===== config.mk =====
export PLATFORM = sky130hd
export DESIGN_NAME = video_timing_pipe
export DESIGN_NICKNAME = d
export VERILOG_FILES = /design/src/rtl/video_timing_pipe_pkg.sv /design/src/rtl/video_timing_pipe_pipeline.sv /design/src/rtl/video_timing_pipe.sv
export SDC_FILE = /design/constraint.sdc
export NUM_CORES = 1
export LEC_CHECK = 0
export BUFFER_PORTS_ARGS = -buffer_cell sky130_fd_sc_hd__buf_2
export CORE_UTILIZATION = 50
export CTS_BUF_LIST = sky130_fd_sc_hd__clkbuf_4 sky130_fd_sc_hd__clkbuf_8
export CTS_CLUSTER_DIAMETER = 80
export DETAILED_ROUTE_END_ITERATION = 7
export PLACE_DENSITY = 0.77
export SLEW_MARGIN = 20
export SYNTH_ARGS = -nofsm -noshare
export SYNTH_HDL_FRONTEND = slang
export SYNTH_SLANG_ARGS = --single-unit

===== constraint.sdc =====
create_clock -name clk_in -period 1.9 [get_ports clk_in]
set_input_delay 0.38 -clock clk_in [delete_from_list [all_inputs] [get_ports clk_in]]
set_output_delay 0.38 -clock clk_in [all_outputs]
set_load 0.02 [all_outputs]

===== src/rtl/video_timing_pipe_pkg.sv =====
// Shared timing description for video_timing_pipe: mode struct, the 720p60 mode
// constant and helpers deriving line/frame totals and counter widths.
package video_timing_pkg;

    typedef struct packed {
        int h_active;
        int h_fp;
        int h_sync;
        int h_bp;
        int v_active;
        int v_fp;
        int v_sync;
        int v_bp;
    } timing_t;

    localparam timing_t TIMING_720P60 = '{
        h_active: 1280, h_fp: 110, h_sync: 40, h_bp: 220,
        v_active: 720,  v_fp: 5,   v_sync: 5,  v_bp: 20
    };

    localparam int FC_MAX_DEFAULT = 60;

    function automatic int h_total(input timing_t t);
        return t.h_active + t.h_fp + t.h_sync + t.h_bp;
    endfunction

    function automatic int v_total(input timing_t t);
        return t.v_active + t.v_fp + t.v_sync + t.v_bp;
    endfunction

    // A modulus of 1 still needs a one-bit counter to keep port widths legal.
    function automatic int counter_width(input int modulus);
        return (modulus > 1) ? $clog2(modulus) : 1;
    endfunction

endpackage


===== src/rtl/video_timing_pipe_pipeline.sv =====
// Fixed-length register delay line; every stage clears on synchronous active-low reset.
module pipeline #(
    parameter int STAGES = 1,
    parameter int WIDTH  = 1
) (
    input  logic             clk_in,
    input  logic             rst_in,
    input  logic [WIDTH-1:0] d_in,
    output logic [WIDTH-1:0] q_out
);

    logic [WIDTH-1:0] stage_q [STAGES];
    logic [WIDTH-1:0] stage_d [STAGES];

    generate
        for (genvar gi = 0; gi < STAGES; gi++) begin : g_stage
            if (gi == 0) begin : g_head
                assign stage_d[gi] = d_in;
            end else begin : g_body
                assign stage_d[gi] = stage_q[gi-1];
            end
        end
    endgenerate

    always_ff @(posedge clk_in) begin
        if (!rst_in) begin
            for (int i = 0; i < STAGES; i++) begin
                stage_q[i] <= '0;
            end
        end else begin
            for (int i = 0; i < STAGES; i++) begin
                stage_q[i] <= stage_d[i];
            end
        end
    end

    assign q_out = stage_q[STAGES-1];

endmodule


===== src/rtl/video_timing_pipe.sv =====
// Video timing generator issuing frame-buffer fetch coordinates and emitting latency-aligned
// pixels with sync/active/new-frame. Define VIDEO_TIMING_PIPE_TESTPAT_EN for colour bars.
module video_timing_pipe
    import video_timing_pkg::*;
#(
    parameter int H_ACTIVE   = TIMING_720P60.h_active,
    parameter int H_FP       = TIMING_720P60.h_fp,
    parameter int H_SYNC     = TIMING_720P60.h_sync,
    parameter int H_BP       = TIMING_720P60.h_bp,
    parameter int V_ACTIVE   = TIMING_720P60.v_active,
    parameter int V_FP       = TIMING_720P60.v_fp,
    parameter int V_SYNC     = TIMING_720P60.v_sync,
    parameter int V_BP       = TIMING_720P60.v_bp,
    parameter int SYNC_POL   = 1,
    parameter int SCALE_LOG2 = 0,
    parameter int FETCH_LAT  = 3,
    parameter int CHANNELS   = 3,
    parameter int CH_WIDTH   = 8,
    parameter int FC_MAX     = FC_MAX_DEFAULT,
    localparam timing_t MODE = '{
        h_active: H_ACTIVE, h_fp: H_FP, h_sync: H_SYNC, h_bp: H_BP,
        v_active: V_ACTIVE, v_fp: V_FP, v_sync: V_SYNC, v_bp: V_BP
    },
    localparam int H_TOTAL = h_total(MODE),
    localparam int V_TOTAL = v_total(MODE),
    localparam int HW      = $clog2(H_TOTAL),
    localparam int VW      = $clog2(V_TOTAL),
    localparam int PW      = CHANNELS * CH_WIDTH,
    localparam int FCW     = counter_width(FC_MAX)
) (
    input  logic                   clk_in,
    input  logic                   rst_in,
    input  logic                   en_in,
`ifdef VIDEO_TIMING_PIPE_TESTPAT_EN
    input  logic                   pattern_in,
`endif
    output logic [HW-SCALE_LOG2-1:0] fb_x_out,
    output logic [VW-SCALE_LOG2-1:0] fb_y_out,
    output logic                   fb_req_out,
    input  logic [PW-1:0]          fb_data_in,
    output logic [HW-1:0]          hcount_out,
    output logic [VW-1:0]          vcount_out,
    output logic                   hs_out,
    output logic                   vs_out,
    output logic                   ad_out,
    output logic                   nf_out,
    output logic [FCW-1:0]         fc_out,
    output logic [PW-1:0]          pix_out
);

    localparam logic [HW-1:0]  H_LAST    = HW'(H_TOTAL - 1);
    localparam logic [VW-1:0]  V_LAST    = VW'(V_TOTAL - 1);
    localparam logic [FCW-1:0] FC_LAST   = FCW'(FC_MAX - 1);
    localparam int             HS_START  = H_ACTIVE + H_FP;
    localparam int             HS_END    = H_ACTIVE + H_FP + H_SYNC;
    localparam int             VS_START  = V_ACTIVE + V_FP;
    localparam int             VS_END    = V_ACTIVE + V_FP + V_SYNC;
    localparam logic           SYNC_LVL  = (SYNC_POL != 0);

    generate
        if ((H_ACTIVE % (1 << SCALE_LOG2)) != 0 || (V_ACTIVE % (1 << SCALE_LOG2)) != 0) begin : g_bad_scale
            $error("video_timing_pipe: active area not divisible by upscale factor");
        end
        if (FETCH_LAT < 1) begin : g_bad_lat
            $error("video_timing_pipe: FETCH_LAT must be at least 1");
        end
    endgenerate

    // Sync travels as an active-high flag so an all-zero (reset) delay line means deasserted.
    typedef struct packed {
        logic [HW-1:0] h;
        logic [VW-1:0] v;
        logic          hs;
        logic          vs;
        logic          ad;
        logic          nf;
    } tap_t;

    logic [HW-1:0] h_q, h_d;
    logic [VW-1:0] v_q, v_d;
    logic          ad0, hs0, vs0, nf0;
    logic          pattern_sel;
    tap_t          tap_in, tap_out;

    logic [HW-1:0]  hcount_q, hcount_d;
    logic [VW-1:0]  vcount_q, vcount_d;
    logic           hs_act_q, hs_act_d;
    logic           vs_act_q, vs_act_d;
    logic           ad_q, ad_d;
    logic           nf_q, nf_d;
    logic [FCW-1:0] fc_q, fc_d;
    logic [PW-1:0]  pix_q, pix_d;
    logic [PW-1:0]  bar_pix;

`ifdef VIDEO_TIMING_PIPE_TESTPAT_EN
    localparam int BAR_W = (H_ACTIVE / 8 > 0) ? H_ACTIVE / 8 : 1;
    logic [2:0] bar_k;

    assign pattern_sel = pattern_in;
    assign bar_k       = 3'(int'(tap_out.h) / BAR_W);

    generate
        for (genvar gi = 0; gi < CHANNELS; gi++) begin : g_bar
            if (gi < 3) begin : g_on
                assign bar_pix[gi*CH_WIDTH +: CH_WIDTH] = {CH_WIDTH{bar_k[gi]}};
            end else begin : g_off
                assign bar_pix[gi*CH_WIDTH +: CH_WIDTH] = '0;
            end
        end
    endgenerate
`else
    assign pattern_sel = 1'b0;
    assign bar_pix     = '0;
`endif

    // Stage 0: raster position; holds while en_in is low.
    always_comb begin
        h_d = h_q;
        v_d = v_q;
        if (en_in) begin
            if (h_q == H_LAST) begin
                h_d = '0;
                v_d = (v_q == V_LAST) ? '0 : v_q + VW'(1);
            end else begin
                h_d = h_q + HW'(1);
            end
        end
    end

    always_ff @(posedge clk_in) begin
        if (!rst_in) begin
            h_q <= '0;
            v_q <= '0;
        end else begin
            h_q <= h_d;
            v_q <= v_d;
        end
    end

    always_comb begin
        ad0 = (int'(h_q) < H_ACTIVE) && (int'(v_q) < V_ACTIVE);
        hs0 = (int'(h_q) >= HS_START) && (int'(h_q) < HS_END);
        vs0 = (int'(v_q) >= VS_START) && (int'(v_q) < VS_END);
        nf0 = (int'(h_q) == H_ACTIVE) && (int'(v_q) == V_ACTIVE);
    end

    assign fb_x_out   = h_q[HW-1:SCALE_LOG2];
    assign fb_y_out   = v_q[VW-1:SCALE_LOG2];
    assign fb_req_out = ad0 && en_in && !pattern_sel;

    // A stalled position enters the delay line as blanking so the held pixel is drawn only once.
    always_comb begin
        tap_in    = '0;
        tap_in.h  = h_q;
        tap_in.v  = v_q;
        tap_in.hs = hs0;
        tap_in.vs = vs0;
        tap_in.ad = ad0 && en_in;
        tap_in.nf = nf0 && en_in;
    end

    pipeline #(
        .STAGES (FETCH_LAT),
        .WIDTH  ($bits(tap_t))
    ) u_delay (
        .clk_in (clk_in),
        .rst_in (rst_in),
        .d_in   (tap_in),
        .q_out  (tap_out)
    );

    always_comb begin
        hcount_d = tap_out.h;
        vcount_d = tap_out.v;
        hs_act_d = tap_out.hs;
        vs_act_d = tap_out.vs;
        ad_d     = tap_out.ad;
        nf_d     = tap_out.nf;
        pix_d    = '0;
        if (tap_out.ad) begin
            pix_d = pattern_sel ? bar_pix : fb_data_in;
        end
        fc_d = fc_q;
        if (nf_q) begin
            fc_d = (fc_q == FC_LAST) ? '0 : fc_q + FCW'(1);
        end
    end

    always_ff @(posedge clk_in) begin
        if (!rst_in) begin
            hcount_q <= '0;
            vcount_q <= '0;
            hs_act_q <= 1'b0;
            vs_act_q <= 1'b0;
            ad_q     <= 1'b0;
            nf_q     <= 1'b0;
            fc_q     <= '0;
            pix_q    <= '0;
        end else begin
            hcount_q <= hcount_d;
            vcount_q <= vcount_d;
            hs_act_q <= hs_act_d;
            vs_act_q <= vs_act_d;
            ad_q     <= ad_d;
            nf_q     <= nf_d;
            fc_q     <= fc_d;
            pix_q    <= pix_d;
        end
    end

    assign hcount_out = hcount_q;
    assign vcount_out = vcount_q;
    assign hs_out     = hs_act_q ? SYNC_LVL : ~SYNC_LVL;
    assign vs_out     = vs_act_q ? SYNC_LVL : ~SYNC_LVL;
    assign ad_out     = ad_q;
    assign nf_out     = nf_q;
    assign fc_out     = fc_q;
    assign pix_out    = pix_q;

endmodule


Word-level counts from Yosys, hierarchy flattened --
Memory sizes are Yosys's and may differ from the RTL's. Cells that the tools add are included.
Operators by class: add/subtract/negate cells 3, $mul 0, divide/modulo/power cells 0, $lt $le $gt $ge 6, equal/unequal tests 5, shift-type cells 0, mux-type cells 10, bitwise logic cells 3, reductions and logical operators 8
Operators by type and width (count):
- $mux 25 | 3
- $eq 11x11->1 const B | 2
- $lt 11x11->1 const B | 2
- $eq 10x10->1 const B | 2
- $lt 10x10->1 const B | 2
- $add 11x1->11 const B | 1
- $ge 11x11->1 const B | 1
- $mux 11 | 1
- $add 10x1->10 const B | 1
- $ge 10x10->1 const B | 1
- $mux 10 | 1
- $add 6x1->6 const B | 1
- $eq 6x6->1 const B | 1
- $logic_and 1x1->1 | 6
- $mux 6 | 1
- $mux 1 | 4
- $reduce_and 2->1 | 2
- $or 1x1->1 | 3
Storage, ports and cells: flip-flop bits (word level) 76, bits in latches 0, bits in writable memories 75, bits in read-only memories 0, input port bits 27, output and inout bits 77, word-level logic and storage cells 46, memories kept 1
Memories:
- u_delay.stage_q | words 3, width 25, rd ports 3, clocked after Yosys merged registers in 0, write ports 3, RTL line video_timing_pipe_pipeline.sv:12 | logic [WIDTH-1:0] stage_q [STAGES];

Logic depth before layout (Yosys ltp) --
depth after elaboration 4, gate-level depth with buffers 8, mapped depth without buffers 6

Modules after synthesis --
Synthesis repeated with hierarchy kept, for this count alone.
Second synthesis, totals: cell total of the unflattened synthesis 468, area total of the unflattened synthesis 5119.9 um^2
By module, submodules not included:
- video_timing_pipe | instances 1, cells an instance 310, area each 3071.7 um^2, sequential area each 1521.5 um^2
- pipeline | instances 1, cells an instance 158, area each 2048.2 um^2, sequential area each 1501.4 um^2

Worst setup path before layout --
No wires, ideal clock.
path kind register -> register, start point register h_q[3] (netlist: fb_x_out[3]), end point register v_q[6] (netlist: fb_y_out[6]), setup time 0.074 ns, data arrival time 2.033 ns, required time 1.826 ns, slack -0.207 ns, stages on the path, launching flop included 6, path through dfxtp_1 -> or4b_1 -> or3_1 -> clkbuf_2 -> or4_1 -> a31oi_1
Between the ends: word-level cells in the longest chain between the ends 2
Ends and longest elaborated chain:
- start, declared | RTL line video_timing_pipe.sv:79 | logic [HW-1:0] h_q, h_d;
- start signal, assigned | RTL line video_timing_pipe.sv:132 | h_q <= '0;
- start signal, assigned | RTL line video_timing_pipe.sv:135 | h_q <= h_d;
- $eq 11x11->1 | RTL line video_timing_pipe.sv:121 | if (h_q == H_LAST) begin
- $reduce_and 2->1 (no line)
- end signal, assigned | RTL line video_timing_pipe.sv:136 | v_q <= v_d;
- end, declared | RTL line video_timing_pipe.sv:80 | logic [VW-1:0] v_q, v_d;
Every way passes these cells. A chain may end at the register's enable or synchronous reset.

Worst setup path after layout --
start point register h_q[7] (netlist: fb_x_out[7]), end point register v_q[3] (netlist: fb_y_out[3])
Same word-level chain as after synthesis.

==> flow_metrics.py <==
metrics = {
    "yosys": {
        "synthTopCellsByCount": "dfxtp_1, and2_1, and3_1",
        "seq_area_frac_synth_pct": 61.18,
        "synth_top_area_share_pct": 61.18,
        "synth_edf_count": 0,
        "syn_nets": 500,
        "netlist_area_um2": 4941,
        "synthArstFlopShare_pct": 0,
        "yosysTopAreaCell": "dfxtp_1",
        "syn_area_per_cell_um2": 10.63,
        "yosys.cell_types.count": 41,
        "ys_ff_latch": 151,
        "ys_warn_count": 0,
        "yosysMostFrequentCell": "dfxtp_1",
        "synth_cells": 465,
        "synth_area_leaders": "dfxtp_1, and2_1, and3_1",
        "synth_ff_type": "dfxtp_1",
    },
    "global_routing": {
        "grt_max_degree": 58,
        "grt_overflow": 0,
        "antenna_found_initial": 0,
        "grt_pass1_vias": 3118,
        "grt_usage_pct": 17.65,
        "grt_pass1_wl_um": 14050,
    },
    "finish": {
        "final_layout_size_suffix_gt1_share_pct": 29.85,
        "postLayoutCoreUtil_pct": 64.19,
        "num_antenna_cells": 0,
        "area_delta_synth_final_pct": 22.31,
        "nets": 605,
    },
    "sta": {
        "hold_viol": 0,
        "fin_crit_ns": 1.955,
        "setup_violations": 4,
        "rsz0062_at_grt": "yes",
        "slew_viol_final": 0,
        "maxSlewHeadroom_pct": 59.05,
        "fin_ws_ns": -0.05489,
        "worst_slew_pin_slew_ns": 0.6134,
        "min_period_over_period_pct": 102.9,
        "max_freq_mhz": 511.5,
        "clock_skew_ns": 0.01269,
    },
    "routing": {
        "viasPerCell": 4.729,
        "num_vias": 3367,
        "drc_errors": 0,
        "postRouteAntennaNets": 0,
        "routed_wl_um": 8669,
        "dr.pass1.iters": 4,
        "drt_iter0_markers": 110,
        "post_drt_wl_per_cell_um": 12.18,
    },
    "setup_path": {
        "reg2reg_depth": 4,
        "critPathKind": "reg2reg",
        "cp.required_ns": 2.25,
        "reg2reg_to": "fb_y_out[3]",
        "critPathBufInv": 0,
        "crit_path_start_kind": "flop",
        "slowest_stage": "or4b_4",
        "crit_family": "simple AND/OR/NAND/NOR gates",
        "critical_path.max_stage_delay_ns": 0.55,
        "crit_chain": "or4b_4, or3_4, or3_1, a31oi_1",
        "cp_max_fo": 5,
        "r2r-start": "fb_x_out[7]",
        "reg2reg_slack_ns": -0.05,
        "cp_data_arrival_time_ns": 2.30,
        "endpoint_kind": "flop",
    },
    "clock_tree": {
        "hold_buffers": 0,
        "htree_levels": 4,
        "cts_made_buffers": 17,
        "clk_latency_ns": 0.42,
        "clkTransAtPathRegs_ns": 0.08,
        "cts_root_buf": "clkbuf_8",
        "cts_tree": "done",
        "cts_sinks": 151,
        "clockBufferDepth": 2,
    },
    "floorplan": {
        "die_area_um2": 10280,
        "dieWidth_um": 101.4,
        "fp.dieH_um": 101.4,
        "ioPinCount": 104,
        "initial_core_util_pct": 52.48,
        "coreArea_um2": 9415,
        "row_count": 35,
    },
    "run_status": {
        "violations": "negative setup slack",
        "status": "complete, but fails checks",
    },
    "min_path": {
        "whs_path_depth": 2,
        "worstHoldStart": "fb_data_in[0]",
        "worstHoldPathType": "in2reg",
        "hold_end": "pix_out[0]",
    },
    "power_and_ir_drop": {
        "ir_drop_uv": 543.8,
        "leakage_nw": 2.826,
        "p_per_area_nw_per_um2": 987.2,
        "power_mw": 5.966,
    },
    "job": {
        "drv_cap": 0,
    },
    "place": {
        "hpwl_um": 5897,
        "port_buffers": 103,
        "place_congestion": 0.7869,
    },
}
==> layout by cell type (no fill, tap or decap), types with 2 or more instances in the layout <==
master,instances
dfxtp_1,146
buf_2,102
and2_1,95
and3_1,29
buf_4,27
nor2_1,24
clkbuf_8,17
nand2_1,15
nand3_1,14
xor2_1,8
nand4_1,8
ha_1,8
a21oi_1,6
inv_6,6
inv_1,5
xnor2_1,5
or3_1,4
nor3_1,4
dfxtp_2,4
a21oi_2,3
o31ai_1,3
or4_1,3
o21ai_0,3
nand3b_1,3
nor3b_1,3
clkinvlp_4,3
bufinv_16,3
o21ai_1,2
or3_4,2
nor2b_1,2
a31oi_1,2
and4_1,2
==> stage by stage <==
stage / setup TNS [ns] / hold WS (ns) / area [um2] / setup slack, ns / cells
after floorplan: 0 / 0.4119 / 4954 / 0.007396 / 465
after detailed placement: -2.405 / 0.4192 / 5569 / -0.1649 / 678
after global routing: -0.3174 / 0.1497 / 6043 / -0.07351 / 712
after CTS: -0.02535 / 0.1627 / 6007 / -0.01602 / 710
after global placement: -1.472 / 0.4195 / 5569 / -0.1028 / 678
final: -0.1043 / 0.1904 / 6043 / -0.05489 / 712
==> kinds of logic (layout without fill, tap and decap cells) <==
| kind of cell | count (synthesis) | count (layout) | share of synthesized area, % |
|---|---|---|---|
| and+or+nand+nor | 215 | 216 | 25.37 |
| buffers and inverters | 50 | 167 | 5.419 |
| adders and majority gates | 8 | 8 | 2.026 |
| xor gates and xnor gates | 13 | 13 | 2.304 |
| AOI/OAI and AO/OA | 27 | 27 | 3.495 |
| muxes | 1 | 1 | 0.2026 |
| DFF | 151 | 151 | 61.18 |
==> report_power, final <==
part	switching [mW]	leakage [nW]	internal [mW]
logic	0.127	1.40	0.0846
registers	0.0244	1.22	3.20
clock network	1.18	0.207	1.35
total	1.33	2.83	4.63
==> layer usage <==
| layer | GRT usage [%] | vias up | part of all wire (%) |
|---|---|---|---|
| met5 | 0 | - | 0 |
| met4 | 6.355 | 0 | 1.3 |
| met3 | 6.211 | 9 | 5.6 |
| met2 | 29.04 | 114 | 47 |
| met1 | 21.44 | 1515 | 46 |
| li1 | - | 1729 | - |
==> area by class of cell <==
type / instances / area, um2
fillers: 743 / 3372
repair buffers: 129 / 713.2
clock buffers: 18 / 241.5
flip-flops and latches: 151 / 3032
inverters: 6 / 22.52
multi-input cells: 265 / 1688
clock inverters: 14 / 185.2
well taps: 129 / 161.4
==> flip-flops by register name, indices dropped and copies added (netlist names), 6 cells and up <==
signal	count
fb_x_out	11
pix_out	24
fc_out	6
u_delay.stage_q	75
vcount_out	10
fb_y_out	10
hcount_out	11
==> how the worst max path moves through the flow <==
stage / start / to / slack, ns / depth (start not counted)
final: fb_x_out[7] / fb_y_out[3] / -0.05 / 4
after global routing: fb_x_out[7] / fb_y_out[3] / -0.07 / 4
after CTS: fb_x_out[7] / fb_y_out[5] / -0.02 / 4
after detailed placement: en_in / fb_y_out[5] / -0.16 / 5
after global placement: en_in / fb_x_out[3] / -0.10 / 6
after floorplan: fb_x_out[7] / fb_y_out[5] / 0.007 / 5
==> repair_timing <==
| item | in CTS | in global routing |
|---|---|---|
| setup buffers | 0 | 1 |
| endpoints found under the hold margin | 0 | 0 |
| setup endpoints to repair | 18 | 7 |
| pin swaps | 1 | 3 |
| gates resized for setup | 4 | 9 |
| cloned | 0 | 1 |
No activity file was read; power rests on OpenSTA's default activity.
